### config.mk
export PLATFORM = sky130hd
export DESIGN_NAME = operand_fetch_stage
export DESIGN_NICKNAME = d
export VERILOG_FILES = /design/src/rtl/operand_fetch_stage_pkg.sv /design/src/rtl/operand_fetch_stage_mux.sv /design/src/rtl/operand_fetch_stage.sv
export SDC_FILE = /design/constraint.sdc
export NUM_CORES = 1
export LEC_CHECK = 0
export CAP_MARGIN = 20
export CORE_MARGIN = 1
export CORE_UTILIZATION = 35
export CTS_BUF_LIST = sky130_fd_sc_hd__clkbuf_8 sky130_fd_sc_hd__clkbuf_16
export CTS_CLUSTER_DIAMETER = 120
export DETAILED_ROUTE_END_ITERATION = 6
export PLACE_DENSITY_LB_ADDON = 0.1
export RECOVER_POWER = 100
export SETUP_SLACK_MARGIN = 0.2
export SLEW_MARGIN = 5
export SYNTH_ARGS = -nofsm -noshare
export SYNTH_HDL_FRONTEND = slang
export SYNTH_HIERARCHICAL = 1
export SYNTH_SLANG_ARGS = --single-unit
### constraint.sdc
create_clock -name clk -period 2.6 [get_ports clk]
set_clock_uncertainty 0.1 [all_clocks]
set_input_delay 0.39 -clock clk [delete_from_list [all_inputs] [get_ports clk]]
set_output_delay 0.39 -clock clk [all_outputs]
set_load 0.005 [all_outputs]
### src/rtl/operand_fetch_stage_pkg.sv
// Shared widths, register-bank constants and the output-register state encoding
// for the operand fetch stage.
package operand_fetch_stage_pkg;
  localparam int DATA_WIDTH = 24;
  localparam int SEL_WIDTH  = 3;
  localparam int NUM_REGS   = 8;
  localparam logic [0:SEL_WIDTH-1] ZERO_REG = 3'd0;

  typedef enum logic {
    EMPTY = 1'b0,
    FULL  = 1'b1
  } ofs_state_e;
endpackage

### src/rtl/operand_fetch_stage_mux.sv
// 8-to-1 word multiplexer used by both register read ports; output is zero when
// disabled.
module Mux_8_1 #(
  parameter int DATA_WIDTH = operand_fetch_stage_pkg::DATA_WIDTH,
  parameter int SEL_WIDTH  = operand_fetch_stage_pkg::SEL_WIDTH
) (
  input  logic [0:DATA_WIDTH-1] d [2**SEL_WIDTH],
  input  logic [0:SEL_WIDTH-1]  sel,
  input  logic                  enb,
  output logic [0:DATA_WIDTH-1] y
);
  always_comb begin
    y = '0;
    if (enb) y = d[sel];
  end
endmodule

### src/rtl/operand_fetch_stage.sv
// Operand fetch: 8-entry register bank, two muxed read ports with write-through
// bypass, and a one-entry valid/ready output register.
module operand_fetch_stage #(
  parameter int DATA_WIDTH = operand_fetch_stage_pkg::DATA_WIDTH,
  parameter int SEL_WIDTH  = operand_fetch_stage_pkg::SEL_WIDTH
) (
  input  logic                  clk,
  input  logic                  rst_n,
  input  logic                  in_valid,
  output logic                  in_ready,
  input  logic [0:SEL_WIDTH-1]  rs_a,
  input  logic [0:SEL_WIDTH-1]  rs_b,
  input  logic                  wr_enb,
  input  logic [0:SEL_WIDTH-1]  wr_sel,
  input  logic [0:DATA_WIDTH-1] wr_data,
  input  logic                  flush,
  output logic                  out_valid,
  input  logic                  out_ready,
  output logic [0:DATA_WIDTH-1] opa,
  output logic [0:DATA_WIDTH-1] opb
);
  import operand_fetch_stage_pkg::*;

  localparam int NREGS = 2**SEL_WIDTH;

  // Handshake: a transfer happens on a port in any cycle where its valid and
  // ready are both high; valid never depends on ready from the same side.

  logic [0:DATA_WIDTH-1] regs_q [NREGS];
  logic [0:DATA_WIDTH-1] regs_d [NREGS];
  logic [0:DATA_WIDTH-1] mux_a, mux_b;
  logic [0:DATA_WIDTH-1] byp_a, byp_b;
  logic [0:DATA_WIDTH-1] opa_d, opa_q, opb_d, opb_q;
  ofs_state_e            state_d, state_q;
  logic                  wr_live;
  logic                  accept;

  assign wr_live = wr_enb && (wr_sel != ZERO_REG);

  always_comb begin
    for (int i = 0; i < NREGS; i++) regs_d[i] = regs_q[i];
    if (wr_live) regs_d[wr_sel] = wr_data;
  end

  Mux_8_1 #(.DATA_WIDTH(DATA_WIDTH), .SEL_WIDTH(SEL_WIDTH)) u_mux_a (
    .d(regs_q), .sel(rs_a), .enb(1'b1), .y(mux_a)
  );

  Mux_8_1 #(.DATA_WIDTH(DATA_WIDTH), .SEL_WIDTH(SEL_WIDTH)) u_mux_b (
    .d(regs_q), .sel(rs_b), .enb(1'b1), .y(mux_b)
  );

  // wr_live already excludes register 0, so a zero selector never bypasses.
  assign byp_a = (wr_live && (wr_sel == rs_a)) ? wr_data : mux_a;
  assign byp_b = (wr_live && (wr_sel == rs_b)) ? wr_data : mux_b;

  assign in_ready = !flush && ((state_q == EMPTY) || out_ready);
  assign accept   = in_valid && in_ready;

  always_comb begin
    state_d = state_q;
    opa_d   = opa_q;
    opb_d   = opb_q;
    if (accept) begin
      opa_d = byp_a;
      opb_d = byp_b;
    end
    if (flush)                          state_d = EMPTY;
    else if (accept)                    state_d = FULL;
    else if (state_q == FULL && out_ready) state_d = EMPTY;
  end

  always_ff @(posedge clk or negedge rst_n) begin
    if (!rst_n) begin
      for (int i = 0; i < NREGS; i++) regs_q[i] <= '0;
      state_q <= EMPTY;
      opa_q   <= '0;
      opb_q   <= '0;
    end else begin
      for (int i = 0; i < NREGS; i++) regs_q[i] <= regs_d[i];
      state_q <= state_d;
      opa_q   <= opa_d;
      opb_q   <= opb_d;
    end
  end

  assign out_valid = (state_q == FULL);
  assign opa       = opa_q;
  assign opb       = opb_q;
endmodule

# --- Yosys cells after proc, flatten, opt, wreduce, memory -nomap -nowiden ---
# Cells that the tools add are included.
op_classes:
  add_sub_neg: 0
  multipliers: 0
  reduce_logical: 11
  n_eq_ne: 2
  n_shift: 0
  div_mod_pow: 0
  n_mux: 14
  order_cmp: 4
  n_bitwise: 4
op_table:
  columns: ["operator", "n"]
  rows:
  - ["bitwise mux 192 bit", 1]
  - ["two-way mux 24 bit", 7]
  - ["binary-select mux 24 bit (select 3 bit)", 2]
  - ["demux 24 bit (select 3 bit)", 1]
  - ["greater-or-equal comparator 4 bit (second input constant)", 3]
  - ["NOT 3 -> 4 bit", 3]
  - ["logical AND 1 bit", 7]
  - ["equality test 3 bit", 2]
  - ["nonzero test 3 bit", 2]
  - ["< comparator 4 x 1 -> 1 bit (second input constant)", 1]
  - ["two-way mux 1 bit", 3]
  - ["zero test 1 bit", 1]
  - ["logical OR 1 bit", 1]
  - ["NOT 1 bit", 1]
totals:
  word_cells: 46
  ramBits: 0
  latch_bits: 0
  inputBits: 39
  out_inout_bits: 50
  ff_bits: 241
  memories: 0
  mem_bits_ro: 0

# --- Longest topological paths before layout ---
# Gate-level depths: netlist of run 1.
logic_depth:
  ltp_word: 6
  mapped_depth: 7
  mapped_depth_nobuf: 5

# --- Modules after synthesis ---
# The synthesis of run 1 kept the hierarchy.
modules_own_cells:
  columns: ["module", "area_per_inst_um2", "seq_area_each_um2", "n_inst", "cells_each"]
  rows:
  - ["operand_fetch_stage", 10435.0, 6030.8, 1, 832]
  - ["Mux_8_1", 1794.2, 0.0, 2, 166]

# --- Least setup slack after synthesis of run 1 ---
# OpenSTA, ideal clock, no wires.
synth_path:
  path_type: "in2reg"
  from: "input rs_b[1] (netlist name)"
  to: "register opb_q (netlist bit opb[13])"
  t_required_ps: 2365
  n_path_buf: 2
  stages: 7
  slack_ps: 687
  arrival_time_ps: 1678
  setup_time_ps: 135
  path_cell_list: "buf_6 > buf_12 > mux4_2 > inv_1 > a221oi_2 > nor4_1 > nor4_2"
synth_between:
  elab_chain_len: 5
  elab_cells_between_ends: 7
  cone_classes: "eq/ne: 1; mux: 4; bitwise: 1; reduce/logical: 1"
synth_lines:
  columns: ["item", "line", "rtl"]
  rows:
  - ["from (decl)", "operand_fetch_stage.sv:12", "input logic [0:SEL_WIDTH-1] rs_b,"]
  - ["NOT 3 -> 4 bit (not written as such)", "operand_fetch_stage_mux.sv:14", "if (enb) y = d[sel];"]
  - ["binary-select mux 24 bit (select 3 bit)", "operand_fetch_stage_mux.sv:14", null]
  - ["two-way mux 24 bit (not written as such) (2 in series)", "operand_fetch_stage_mux.sv:14", null]
  - ["net mux_b, one bit", "operand_fetch_stage.sv:31", "logic [0:DATA_WIDTH-1] mux_a, mux_b;"]
  - ["two-way mux 24 bit", "operand_fetch_stage.sv:55", "assign byp_b = (wr_live && (wr_sel == rs_b)) ? wr_data : mux_b;"]
  - ["to (signal assigned)", "operand_fetch_stage.sv:83", "opb_q <= opb_d;"]
  - ["to (decl)", "operand_fetch_stage.sv:33", "logic [0:DATA_WIDTH-1] opa_d, opa_q, opb_d, opb_q;"]
# The timed path passes the listed nets, and every way through them passes these cells. The select of a mux whose other input is x is not followed.
# A chain may end at the register's enable or synchronous reset.

# --- Worst setup path after layout of run 1 ---
layout_path:
  from: "input wr_sel[0] (netlist name)"
  to: "register opb_q (netlist bit opb[2])"
layout_between:
  elab_chain_len: 4
  elab_cells_between_ends: 5
  cone_classes: "eq/ne: 1; mux: 1; reduce/logical: 3"
layout_lines:
  columns: ["item", "line", "rtl"]
  rows:
  - ["from (decl)", "operand_fetch_stage.sv:14", "input logic [0:SEL_WIDTH-1] wr_sel,"]
  - ["nonzero test 3 bit", "operand_fetch_stage.sv:38", "assign wr_live = wr_enb && (wr_sel != ZERO_REG);"]
  - ["logical AND 1 bit", "operand_fetch_stage.sv:38", null]
  - ["logical AND 1 bit *", "operand_fetch_stage.sv:55", null]
  - ["two-way mux 24 bit *", "operand_fetch_stage.sv:55", null]
# Every way passes the cells marked *; elsewhere a longest branch is shown, timed or not.

==> summary.md, run 1 <==
| Metric | Value |
|---|---|
| Vias in the first global route | 10268 |
| Starting Density | 0.3587 |
| DRC violations left | 0 |
| Layout Utilization | 0.4219 |
| Layout cells sized above 1 | 0.3598 |
| CP Launch Type | input port |
| Largest net degree at the start of global routing | 62 |
| Die Y | 202.2 um |
| Cell area after layout | 0.01650 sq mm |
| Lkg Pwr | 6.819 nW |
| Critical path data required time | 2.93 ns |
| GP Congestion | 0.7728 |
| Leading area contributor after synthesis | dfrtp_1 |
| Fin nets | 1281 |
| MaxCap Viol Count | 1 |
| Mapped Cells | 1164 |
| Clk pin slew, worst setup/hold paths | 0.06 ns |
| Violated checks | max-capacitance violations, max-slew violations |
| Worst path arrival time | 2.75 ns |
| Initial antenna violation count | 2 |
| Worst skew pair latency | 0.58 ns |
| Slew HR | -0.2019 |
| Async set-reset flop share out of synthesis | 1.000 |
| Top cells by count, synth | 241 x dfrtp_1, 192 x mux2_2, 77 x nand2_1 |
| Status | complete, but fails checks |
| Yosys warning total | 6 |
| WL per Instance | 25.21 um |
| Placement Setup Slack | -0.02959 ns |
| Ant. Diodes | 0 |
| Worst setup path class | in2reg |
| Register area share after synthesis | 0.4300 |
| Top FF cell, synth | dfrtp_1 |
| Clock period minus final worst setup slack | 2.420 ns |
| Max-slew violations | 57 |
| Post-synthesis to final-layout area growth | 17.63% |
| Final hold slack | 0.2972 ns |
| Antenna-violating nets left | 0 |
| Final setup violating endpoints | 0 |
| # fillers | 3767 |
| Htree depth | 1 |
| Worst Hold Class | reg2reg |
| Final setup margin | 0.1805 ns |
| Vias | 10135 |
| CTS tree | built |
| RSZ-0062 raised after global routing | no |
| Total setup buffers inserted after CTS | 0 |
| Root buf cell | clkbuf_16 |
| CTS max path bufs | 3 |
| Worst r2r src | regs_q[166]$_DFFE_PN0P_ |
| Worst VDD drop | 0.5048 mV |
| Final worst-path cycle share | 0.9306 |
| Global route overflow | 0 |
| Synth top area share | 0.4300 |
| Dpl cell area | 0.01572 sq mm |
| I/O pins | 89 |
| Cell Area, Synth | 0.01402 sq mm |
| Synth unique cells | 41 |
| I/O Buffers | 88 |
| Count leader, synth | dfrtp_1 |
| Drt pass-1 iters | 4 |
| Fmax | 0.4133 GHz |
| Hold Crit Depth | 0 |
| Synth Register Bits | 241 |
| Post-synth EDFFs | 0 |
| First-iteration detailed-routing DRC count | 503 |
| Worst-margin pin slew | 1.803 ns |
| Worst Reg-to-Reg Cells | 6 |
| Global Route Usage Sum | 0.2216 |
| Crit path capture type | flop |
| Reg2reg setup slack | 0.73 ns |
| Hold wc startpoint | regs_q[184]$_DFFE_PN0P_ |
| Die ar. | 0.04087 sq mm |
| Setup TNS | 0 ns |
| Hold path endpoint | regs_q[184]$_DFFE_PN0P_ |
| Vias/cell | 5.703 |
| Worst r2r dst | opb[1]$_DFFE_PN0P_ |
| TritonCTS Buffers | 30 |
| Avg Synthesized Cell Area | 12.05 sq um |
| HPWL after DPL | 28.92 mm |
| First-pass GRT wire length | 68.05 mm |
| Die width | 202.2 um |
| Top cells by area, synth | dfrtp_1 43%, mux2_2 15%, mux4_2 6.1% |
| Hold Vio Cnt, Final | 0 |
| Std cell rows | 72 |
| CTS Sinks | 241 |
| Core area | 0.03910 sq mm |
| Cell Pwr Density | 703.7 mW/mm^2 |
| Max Fanout on Critical Path | 23 |
| WL final | 44.81 mm |
==> sequential cells by signal, indices dropped and copies added (netlist names) <==
name       count
opa           24
regs_q       192
opb           24
out_valid      1
==> critical path, stage by stage <==
cell,delay (ns)
dlygate4sd3_1,0.54
clkbuf_1,0.44
xor2_1,0.17
or2_2,0.35
buf_12,0.17
a2111oi_0,0.54
nor4_2,0.11
==> cell type report <==
class / instances / area, sq um / share of cell area
Multi-Input combinational cell: 748 / 7061 / 0.4280
Inverter: 53 / 198.9 / 0.01206
Sequential cell: 241 / 6031 / 0.3656
Clock buffer: 36 / 833.3 / 0.05052
Clock inverter: 13 / 73.82 / 0.004475
Timing Repair Buffer: 168 / 1650 / 0.1000
Tap cell: 518 / 648.1 / 0.03929
==> placed cells by master (no fill, tap or decap), drive strengths merged, types with 2 or more instances in the layout <==
cell type      instances
dfrtp                241
mux2                 192
nor4                  96
nand2                 77
buf                   74
inv                   58
nor2                  53
dlygate4sd3           52
nor3                  49
mux2i                 48
o21ai                 48
a221oi                48
mux4                  48
a2111oi               48
clkbuf                48
clkdlybuf4s50         30
conb                  12
clkinv                 8
nand2b                 5
xor2                   4
nor2b                  4
and4bb                 3
nand4b                 2
or2                    2
a41oi                  2
a41o                   2
==> logic make-up (layout without fill, tap and decap cells) <==
kind of cell	after synthesis	count (layout)	share of synthesized area
other	1	12	0.0002674
XOR/XNOR	4	4	0.002498
flip-flops	241	241	0.4300
AO/OA/AOI/OAI	149	149	0.1130
multiplexers	288	288	0.2682
buffers and inverters	186	270	0.06817
AND/OR/NAND/NOR	295	295	0.1178
==> power by group <==
group | leakage [nW] | switching (mW) | internal, mW
clock | 0.474 | 1.66 | 2.24
sequential | 2.97 | 0.518 | 4.46
combinational | 3.38 | 1.27 | 1.46
total | 6.82 | 3.45 | 8.16
==> per-stage QoR <==
stage                     power (mW)  cells
after global placement         7.796   1727
after floorplan                6.692   1175
after CTS                      11.81   1777
final                          11.61   1777
after detailed placement       7.843   1727
after global routing           12.20   1777
==> worst max path at each step <==
| stage | startpoint | depth (start not counted) | to |
|---|---|---|---|
| 6_report | wr_sel[0] | 7 | opb[2]$_DFFE_PN0P_ |
| 5_1_grt | wr_sel[0] | 5 | regs_q[129]$_DFFE_PN0P_ |
| 4_1_cts | out_valid$_DFFE_PN0P_ | 3 | in_ready |
| 3_5_place_dp | wr_sel[0] | 5 | opa[13]$_DFFE_PN0P_ |
| 3_3_place_gp | wr_sel[0] | 5 | opa[21]$_DFFE_PN0P_ |
| 2_1_floorplan | rs_b[1] | 7 | opb[13]$_DFFE_PN0P_ |
==> repair_timing <==
item | in CTS | in global routing
hold endpoints to repair | 55 | 0
resized for setup | 1 | 0
setup endpoints to repair | 1 | 0
hold buffers | 1 | 0
==> layer usage <==
layer / vias up / GRT usage / wire length (um)
met5: - / 0 / 0
met4: 0 / 0.06122 / 1280
met3: 72 / 0.02628 / 1346
met2: 224 / 0.3530 / 20850
met1: 5288 / 0.3176 / 21330
li1: 4551 / - / -
Power figures use the tool's default switching activity.
==> run 2: changes to the inputs <==
- CORE_UTILIZATION: 35 -> 60
==> summary.md, run 2 (same netlist as run 1, synthesis figures left out) <==
| Metric | Value |
|---|---|
| Core area | 0.02278 sq mm |
| Final worst-path cycle share | 0.9465 |
| HPWL after DPL | 24.71 mm |
| Crit. Startpoint | wr_sel[0] |
| TritonCTS Buffers | 26 |
| CTS tree | built |
| WL per Instance | 24.52 um |
| CTS Hold Bufs | 1 |
| I/O Buffers | 88 |
| Vias | 10389 |
| Commonest non-fill, non-tap cell in the layout | dfrtp_1 |
| Biggest register | regs_q |
| WL final | 38.28 mm |
| Layout cells sized above 1 | 0.3518 |
| Lkg Pwr | 6.752 nW |
| Htree depth | 1 |
| Clock period minus final worst setup slack | 2.461 ns |
| Max Fanout on Critical Path | 7 |
| # resized after CTS | 0 |
| Layout Utilization | 0.7108 |
| CP Launch Type | input port |
| Vias in the first global route | 10395 |
| GP Congestion | 0.8575 |
| Max-slew violations | 0 |
| Vias/cell | 6.655 |
| Clk pin slew, worst setup/hold paths | 0.06 ns |
| Die width | 154.9 um |
| First-iteration detailed-routing DRC count | 1038 |
| CTS max path bufs | 3 |
| Crit path capture type | flop |
| Worst skew pair latency | 0.54 ns |
| Commonest cells after routing, fill and taps aside | 241 x dfrtp_1, 192 x mux2_2, 76 x nand2_1 |
| Antenna-violating nets left | 0 |
| Final setup violating endpoints | 0 |
| Cell Pwr Density | 714.1 mW/mm^2 |
| Std cell rows | 55 |
| RSZ-0062 raised after global routing | no |
| Dpl cell area | 0.01541 sq mm |
| Worst r2r src | out_valid$_DFFE_PN0P_ |
| Post-synthesis to final-layout area growth | 15.46% |
| Ant. Diodes | 0 |
| Fin nets | 1268 |
| Hold wc startpoint | regs_q[175]$_DFFE_PN0P_ |
| Drt pass-1 iters | 5 |
| DRC violations left | 0 |
| Die ar. | 0.02399 sq mm |
| Max reg flops | 192 |
| First-pass GRT wire length | 60.19 mm |
| Initial antenna violation count | 1 |
| CTS Sinks | 241 |
| Largest net degree at the start of global routing | 79 |
| Placed insts | 1513 |
| I/O pins | 89 |
| Non-filler cells, final | 1561 |
| Cell area after layout | 0.01619 sq mm |
| Slew HR | 0.2962 |
| Status | finished clean |
| Pwr Total | 11.56 mW |
| Root buf cell | clkbuf_16 |
| Critical path data required time | 2.88 ns |
| Fmax | 0.4064 GHz |
| Starting Density | 0.6157 |
| Die Y | 154.9 um |
| Worst VDD drop | 0.5512 mV |
| Global route overflow | 0 |
| # fillers | 1624 |
| Global Route Usage Sum | 0.3278 |
| Worst path arrival time | 2.74 ns |
| Worst-margin pin slew | 1.056 ns |
| Hold Vio Cnt, Final | 0 |
| Total setup buffers inserted after CTS | 0 |
| Worst setup path class | in2reg |
| MaxCap Viol Count | 0 |
| Worst Hold Class | reg2reg |
==> run 2: cell count changes in the layout (fill, tap and decap cells not counted), sizes merged <==
cell | before | now
inv | 58 | 59
buf | 74 | 62
clkinv | 8 | 3
clkbuf | 48 | 49
bufinv | 0 | 3
clkinvlp | 0 | 1
==> run 2: layout make-up <==
class                   instances  area, sq um  area share
flip-flops and latches        241         6031      0.3725
repair buffers                159         1604     0.09906
clock inverters                13        135.1    0.008346
well taps                     313        391.6     0.02419
clock buffers                  34        772.0     0.04768
inverters                      53        198.9     0.01229
multi-input cells             748         7059      0.4360
==> run 2: final timing paths <==
| kind | endpoint | slack (ns) | cells past startpoint |
|---|---|---|---|
| min | regs_q[175]$_DFFE_PN0P_ | 0.30 | 0 |
| max reg2reg | opb[0]$_DFFE_PN0P_ | 0.61 | 5 |
| max in group asynchronous | opb[1]$_DFFE_PN0P_ | 0.95 | 3 |
| min reg2reg | regs_q[175]$_DFFE_PN0P_ | 0.30 | 0 |
| max | opb[0]$_DFFE_PN0P_ | 0.14 | 8 |
| min in group asynchronous | regs_q[28]$_DFFE_PN0P_ | 0.48 | 2 |
==> run 2: power by group <==
part	total (mW)	switching [mW]	internal, mW
logic	2.70	1.24	1.45
clock network	3.90	1.54	2.36
registers	4.96	0.503	4.46
==> run 2: stage by stage <==
stage / hold WS [ns] / setup WS [ns] / TNS (ns)
after CTS: 0.2296 / 0.3539 / 0
final: 0.3013 / 0.1392 / 0
after floorplan: -0.005591 / 0.6868 / 0
after global routing: 0.3115 / 0.1193 / 0
after detailed placement: 0.1935 / -0.1255 / -1.379
after global placement: 0.1903 / -0.1393 / -2.922
==> run 2: per-layer routing <==
| layer | share of wire | GRT usage |
|---|---|---|
| met5 | 0.00031 | 0 |
| met4 | 0.025 | 0.08911 |
| met3 | 0.075 | 0.05014 |
| met2 | 0.47 | 0.5232 |
| met1 | 0.43 | 0.4697 |
==> run 2: worst max-delay path: stages <==
cell and delay (ns):
dlygate4sd3_1 0.59, clkbuf_1 0.24, buf_4 0.19, and4bb_2 0.29, a41oi_4 0.05, buf_4 0.20
a2111oi_0 0.64, nor4_1 0.15
==> run 3: changes to the inputs <==
- GPL_ROUTABILITY_DRIVEN: default -> 1
- RECOVER_POWER: 100 -> default
==> summary.md, run 3 (same netlist as run 1, synthesis figures left out) <==
| Metric | Value |
|---|---|
| Vias | 10392 |
| Die width | 154.9 um |
| Worst r2r dst | opb[0]$_DFFE_PN0P_ |
| CP Launch Type | input port |
| Placed insts | 1513 |
| Die Y | 154.9 um |
| Antenna-violating nets left | 0 |
| Worst Reg-to-Reg Cells | 5 |
| RSZ-0062 raised after global routing | no |
| Post-synthesis to final-layout area growth | 16.40% |
| # fillers | 1600 |
| Final setup violating endpoints | 0 |
| Reg2reg setup slack | 0.71 ns |
| Cells along the critical path | clkdlybuf4s50_1 > and4bb_1 > a41oi_4 > buf_4 > a2111oi_0 > nor4_1 |
| HPWL after DPL | 24.71 mm |
| Cell Pwr Density | 713.2 mW/mm^2 |
| Commonest non-fill, non-tap cell in the layout | dfrtp_1 |
| Max-slew violations | 0 |
| Largest net degree at the start of global routing | 79 |
| Slew HR | 0.4774 |
| GP Congestion | 0.8575 |
| Global route overflow | 0 |
| CTS tree | built |
| Worst skew pair latency | 0.54 ns |
| CP max stage delay | 0.57 ns |
| Critical path data required time | 2.89 ns |
| Slowest CP cell | and4bb_1 |
| Clock period minus final worst setup slack | 2.266 ns |
| Fmax | 0.4412 GHz |
| Vias in the first global route | 10395 |
| Commonest cells after routing, fill and taps aside | 241 x dfrtp_1, 192 x mux2_2, 81 x clkdlybuf4s50_1 |
| Die ar. | 0.02399 sq mm |
| Lkg Pwr | 6.727 nW |
| Worst Hold Class | in2async |
| CTS max path bufs | 3 |
| Biggest register | regs_q |
| Top Family by Delay on Critical Path | buffers and inverters |
| Worst path arrival time | 2.55 ns |
| Initial antenna violation count | 1 |
| Max Fanout on Critical Path | 7 |
| First-pass GRT wire length | 60.19 mm |
| Status | finished clean |
| MaxCap Viol Count | 0 |
| Worst-margin pin slew | 0.7831 ns |
| Core area | 0.02278 sq mm |
| Worst VDD drop | 0.5536 mV |
| I/O pins | 89 |
| CTS Sinks | 241 |
| Buf+Inv Stages, Crit Path | 2 |
| TritonCTS Buffers | 26 |
| Std cell rows | 55 |
| Final hold slack | 0.2270 ns |
| Worst setup path class | in2reg |
| Hold Vio Cnt, Final | 0 |
| First-iteration detailed-routing DRC count | 943 |
| WL final | 38.16 mm |
| Worst r2r src | out_valid$_DFFE_PN0P_ |
| Clk pin slew, worst setup/hold paths | 0.06 ns |
| Drt pass-1 iters | 5 |
| Htree depth | 1 |
| Final worst-path cycle share | 0.8717 |
| Ant. Diodes | 0 |
| Vias/cell | 6.657 |
| Starting Density | 0.6157 |
| Total setup buffers inserted after CTS | 0 |
| DRC violations left | 0 |
| Root buf cell | clkbuf_16 |
| Crit path capture type | flop |
| I/O Buffers | 88 |
| WL per Instance | 24.45 um |
| Max reg flops | 192 |
| Global Route Usage Sum | 0.3278 |
| Layout cells sized above 1 | 0.3646 |
| Fin nets | 1268 |
| Non-filler cells, final | 1561 |
[run 3: layout make-up]
class / count / area, sq um / share of cell area
clock buffers: 34 / 772.0 / 0.04729
clock inverters: 13 / 135.1 / 0.008278
inverters: 53 / 198.9 / 0.01219
multi-input cells: 748 / 7128 / 0.4367
flip-flops and latches: 241 / 6031 / 0.3695
well taps: 313 / 391.6 / 0.02399
repair buffers: 159 / 1667 / 0.1021
[run 3: power breakdown]
part,switching [mW],leakage (nW),internal (mW)
logic,1.25,3.29,1.51
clock network,1.54,0.469,2.37
registers,0.506,2.97,4.46
[run 3: layer usage]
layer  GRT usage  vias up  share of wire
met4     0.08911        2          0.025
met2      0.5232      481           0.47
met1      0.4697     5282           0.43
met5           0        -        0.00031
met3     0.05014       91          0.075
li1            -     4536              -
[run 3: repair_timing]
| action | 4_1_cts | 5_1_grt |
|---|---|---|
| hold buffers | 1 | 0 |
| resized for setup | 0 | 0 |
| endpoints found under the hold margin | 34 | 0 |
| endpoints found under the setup margin | 0 | 0 |
[run 3: worst max-delay path by stage]
stage | from | end | slack (ns) | cells past startpoint
2_1_floorplan | rs_b[1] | opb[13]$_DFFE_PN0P_ | 0.69 | 7
3_3_place_gp | wr_sel[0] | opb[1]$_DFFE_PN0P_ | -0.14 | 6
3_5_place_dp | wr_sel[0] | opa[14]$_DFFE_PN0P_ | -0.13 | 7
4_1_cts | out_valid$_DFFE_PN0P_ | in_ready | 0.35 | 3
5_1_grt | wr_sel[1] | opb[0]$_DFFE_PN0P_ | 0.21 | 6
6_report | wr_sel[1] | opb[0]$_DFFE_PN0P_ | 0.33 | 6
[run 3: through the flow]
stage | TNS [ns] | power, mW | instance area [sq um] | setup slack, ns | utilization
floorplan | 0 | 6.692 | 14060 | 0.6868 | -
global placement | -2.922 | 7.637 | 15380 | -0.1393 | 0.6751
detailed placement | -1.379 | 7.746 | 15410 | -0.1255 | 0.6764
CTS | 0 | 11.66 | 16320 | 0.3539 | 0.7166
global route | 0 | 12.13 | 16320 | 0.2124 | 0.7166
finish | 0 | 11.64 | 16320 | 0.3336 | 0.7166
[run 3: worst register-to-register path, stage by stage, from the launching register on]
cell and delay (ns):
dfrtp_1 0.38, nand2b_1 0.16, nand2_4 0.21, buf_4 0.26, a2111oi_0 0.50, nor4_1 0.14
==> patch 1: new RTL, config.mk and constraints of run 3 <==
`opa_q` no longer has a reset.
--- a/src/rtl/operand_fetch_stage.sv
+++ b/src/rtl/operand_fetch_stage.sv
@@ -75,12 +75,14 @@
       for (int i = 0; i < NREGS; i++) regs_q[i] <= '0;
       state_q <= EMPTY;
-      opa_q   <= '0;
       opb_q   <= '0;
     end else begin
       for (int i = 0; i < NREGS; i++) regs_q[i] <= regs_d[i];
       state_q <= state_d;
-      opa_q   <= opa_d;
       opb_q   <= opb_d;
     end
+  end
+
+  always_ff @(posedge clk) begin
+    opa_q <= opa_d;
   end
 
Check against the original RTL: not equivalent (a bounded check fails within 4 cycles, from zero or initial values and one cycle with rst_n low).
==> patch 1 against run 3 <==
- the run now ends with design-rule violations left
- synthesized area down 7.5%
- synthesized cell count down 18%
- utilization down 0.17 points
- cell area down 7.6%
- die area down 7.5%
- total power down 6.3%
- clock power down 9.2%
- setup slack better by 110 ps
- wire length down 15%
- sequential cell count unchanged
- critical path type is now flip-flop to output pin
- critical endpoint is now in_ready
==> patch 1: results (changes against run 3) <==
stage;metric;value;unit;change
detailed_routing;metal3 WL;1831;µm;-36%
global_route;initial antenna violation count;0;;-1
placed_design;GP Congestion;0.7589;;-11%
setup_path;worst reg-to-reg path cell count;4;;-1
global_route;GRT Total Usage;30.34;%;-2.4 points
global_route;first-pass GRT wire length;50460;µm;-16%
final_layout;ratio of cells with drive above 1 in the final layout;40.40;%;+3.9 points
outcome;outcome;complete, but fails checks;;
final_layout;Fillers;1463;;-8.6%
timing;Hold Worst Slack;230.7;ps;+3.793 ps
setup_path;CP max FO;3;;-4
setup_path;CP peak stage delay;500;ps;-70 ps
yosys;Mean Syn Cell Area;13.60;µm²;+13%
placed_design;pre-CTS setup slack;267.8;ps;+393.3 ps
detailed_routing;final WL;32290;µm;-15%
setup_path;CP arrival;1660;ps;-890 ps
global_route;M3 GR Usage;4.434;%;-0.58 points
global_route;met1 usage;42.76;%;-4.2 points
global_route;GR Layer Usage met2;49.74;%;-2.6 points
placed_design;detailed placement HPWL;19030;µm;-23%
yosys;top cells by area, synth;dfrtp_1, mux2_2, mux4_2;;
cts;total CTS buffers;27;;+3.8%
yosys;post-synthesis cell type count;36;;-12%
placed_design;Post-Place Cells;1278;;-16%
yosys;post-synthesis sequential area ratio;47.44;%;+4.4 points
global_route;largest net degree at the start of global routing;78;;-1.3%
outcome;failing checks;design-rule violations;;
detailed_routing;1st-pass router iterations;7;;+2
detailed_routing;DRC viols;2;;+2
yosys;ys async rst share;90.04;%;-10 points
placed_design;DP Area;14230;µm²;-7.6%
yosys;synthesized-area fraction occupied by xor and xnor cells;0.2702;%;+0.020 points
final_layout;Final #Nets;1072;;-15%
setup_path;Slowest-stage cell, CP;clkdlybuf4s50_1;;
-- patch 1: changes by cell type in the layout (fill, tap and decap cells not counted), sizes merged, moves of 24 or more --
cell	delta
nand2	-74
nor4	-96
dfrtp	-24
nor3	-49
a31oi	+24
a2111oi	-48
mux2	+48
edfxtp	+24
o21ai	+26
-- patch 1: layout make-up --
| class | count | area share [%] |
|---|---|---|
| Sequential cell | 241 | 40.80 |
| Timing Repair Buffer | 140 | 9.810 |
| Clock buffer | 32 | 4.938 |
| Tap cell | 275 | 2.282 |
| Inverter | 49 | 1.220 |
| Multi-Input combinational cell | 574 | 40.37 |
| Clock inverter | 16 | 0.5810 |
-- patch 1: power by group --
| group | switching, W | internal [W] | total (W) |
|---|---|---|---|
| logic | 0.000988 | 0.00143 | 0.00241 |
| registers | 0.000458 | 0.00449 | 0.00495 |
| clock network | 0.00152 | 0.00203 | 0.00355 |
| total | 0.00297 | 0.00794 | 0.0109 |
==> patch 2: new RTL, settings of run 3 <==
Made on the original files. Change the package constant `ZERO_REG` from 3'd0 to 3'd1.
--- a/src/rtl/operand_fetch_stage_pkg.sv
+++ b/src/rtl/operand_fetch_stage_pkg.sv
@@ -5,5 +5,5 @@
   localparam int SEL_WIDTH  = 3;
   localparam int NUM_REGS   = 8;
-  localparam logic [0:SEL_WIDTH-1] ZERO_REG = 3'd0;
+  localparam logic [0:SEL_WIDTH-1] ZERO_REG = 3'd1;
 
   typedef enum logic {
Behaviour: not the same (Yosys sat finds a counterexample within 4 cycles, from zero or initial values and one cycle with rst_n low).
==> patch 2 against run 3 <==
- maximum frequency up 5.1%
- cell area down 7.1%
- sequential cell count unchanged
- clock power down 5.9%
- hold slack better by 11 ps
- synthesized area down 6.7%
- total power down 4.8%
- utilization down 0.18 points
- setup slack better by 110 ps
- wire length down 13%
- largest cell class unchanged
==> patch 2: results (changes against run 3) <==
stage;metric;value;unit;change
global_route;initial antenna violation count;0;;-1
global_route;Top Usage Layer GRT;met2;;
run;Max-Cap Viols;0;;unchanged
pwr;Internal;0.008016;W;-3.9%
detailed_routing;vias per cell;6.497;;-2.4%
detailed_routing;Avg WL per Cell;24.28;µm;-0.69%
cts;CTS Hold Bufs;1;;unchanged
placed_design;pre-CTS setup slack;164.0;ps;+289.4 ps
global_route;GRT Total Usage;30.80;%;-2.0 points
yosys;post-synthesis cell type count;40;;-2.4%
pwr;clock network power share;33.2;%;-0.4 points
cts;clk slew on worst S/H paths;60;ps;about the same
cts;CTS max path bufs;3;;unchanged
detailed_routing;DRT iter0 DRCs;607;;-36%
detailed_routing;Top Layer Used;met4;;
setup_path;CP max FO;4;;-3
final_layout;ratio of cells with drive above 1 in the final layout;37.93;%;+1.5 points
detailed_routing;metal3 WL;2202;µm;-23%
final_layout;Final #Nets;1115;;-12%
yosys;ys async rst share;100.0;%;unchanged
global_route;first-pass GRT wire length;52010;µm;-14%
setup_path;CP arrival;1670;ps;-880 ps
global_route;largest net degree at the start of global routing;73;;-7.6%
pwr;P_leak;6.453;nW;-4.1%
cts;total CTS buffers;27;;+3.8%
setup_path;CP peak stage delay;500;ps;-70 ps
detailed_routing;met1 wire length;13990;µm;-14%
detailed_routing;routed wl met2;16180;µm;-10%
final_layout;Reg with most FFs;regs_q;;
cts;post_cts resized;0;;unchanged
global_route;GR Layer Usage met2;50.60;%;-1.7 points
final_layout;antenna cells;0;;unchanged
cts;worst-skew pair later-pin latency;540;ps;about the same
pwr;P_seq;0.00497;W;about the same
yosys;top cells by area, synth;dfrtp_1, mux2_2, mux4_2;;
cts;Post-CTS Setup Inserts;0;;unchanged
outcome;outcome;completed;;
placed_design;GP Congestion;0.7719;;-10%
pwr;Biggest consumer;sequential cells;;
final_layout;Post-Layout Cell Count;1369;;-12%
placed_design;Post-Place Cells;1321;;-13%
final_layout;max FFs per register;192;;unchanged
global_route;grt ovf;0;;unchanged
yosys;post-synthesis sequential area ratio;46.10;%;+3.1 points
placed_design;input/output buffers;88;;unchanged
cts;clk root buf;clkbuf_16;;
pwr;VDD IR max;0.5908;mV;+6.7%
yosys;Cells after Synth;1013;;-13%
detailed_routing;1st-pass router iterations;6;;+1
hold_path;Hold Crit Class;input pin to asynchronous set/reset pin;;
yosys;most frequent cells after synthesis;dfrtp_1, mux2_2, nand2_1;;
setup_path;Largest delay share family, worst path;buffers and inverters;;
timing;Max-slew headroom;63.35;%;+16 points
global_route;vias in the first global route;9256;;-11%
global_route;M3 GR Usage;5.030;%;+0.017 points
yosys;Ys Warns;6;;unchanged
placed_design;detailed placement HPWL;19920;µm;-19%
cts;H-tree levels;1;;unchanged
global_route;met1 usage;41.89;%;-5.1 points
setup_path;Slowest-stage cell, CP;clkdlybuf4s50_1;;
[patch 2: cell types whose count changed in the layout (fill, tap and decap cells not counted), moves of 6 or more]
cell,run 3,this run
nor4_1,72,0
nand4_1,1,49
nor3_1,48,1
nor2_1,49,3
o211ai_1,0,29
a2111oi_2,26,0
mux2_2,192,216
nor4_2,24,0
buf_4,51,28
o211ai_2,0,20
a2111oi_0,14,0
a2111oi_1,8,0
inv_1,59,53
[patch 2: final cells by class]
cell class / instances / area, µm²
multi-input combinational: 624 / 6314
inverter: 48 / 180.2
fill: 1519 / 6051
sequential: 241 / 6031
clock inverter: 14 / 96.34
timing repair buffer: 134 / 1446
clock buffer: 33 / 758.2
tap: 275 / 344.1
[patch 2: worst paths after layout]
| kind | endpoint | slack, ps | from | depth (start not counted) |
|---|---|---|---|---|
| hold reg to reg | regs_q[144] | 290 | regs_q[144] | 0 |
| setup reg to reg | opb[22] | 790 | out_valid | 5 |
| hold / removal | regs_q[152] | 240 | rst_n | 2 |
| min in group clk | regs_q[144] | 290 | regs_q[144] | 0 |
| setup / recovery | in_ready | 440 | out_valid | 3 |
| max in group asynchronous | regs_q[188] | 1310 | rst_n | 3 |
[patch 2: per-stage QoR]
step                      utilization, %  total power (W)  instance area [µm²]  hold slack [ps]
after global placement             67.41         0.007326                14310            220.8
after global routing               71.49          0.01156                15170            275.3
after floorplan                        -         0.006521                13120           -5.591
after detailed placement           67.41         0.007433                14310            214.4
final                              71.49          0.01108                15170            237.5
after CTS                          71.49          0.01113                15170            252.0
[patch 2: kinds of logic after synthesis]
kind of cell	Yosys count	share of synthesized area [%]
buffers and inverters	159	6.264
and+or+nand+nor	150	5.920
other	1	0.02866
muxes	312	30.81
AOI/OAI and AO/OA	146	10.61
xor gates and xnor gates	4	0.2678
DFF	241	46.10
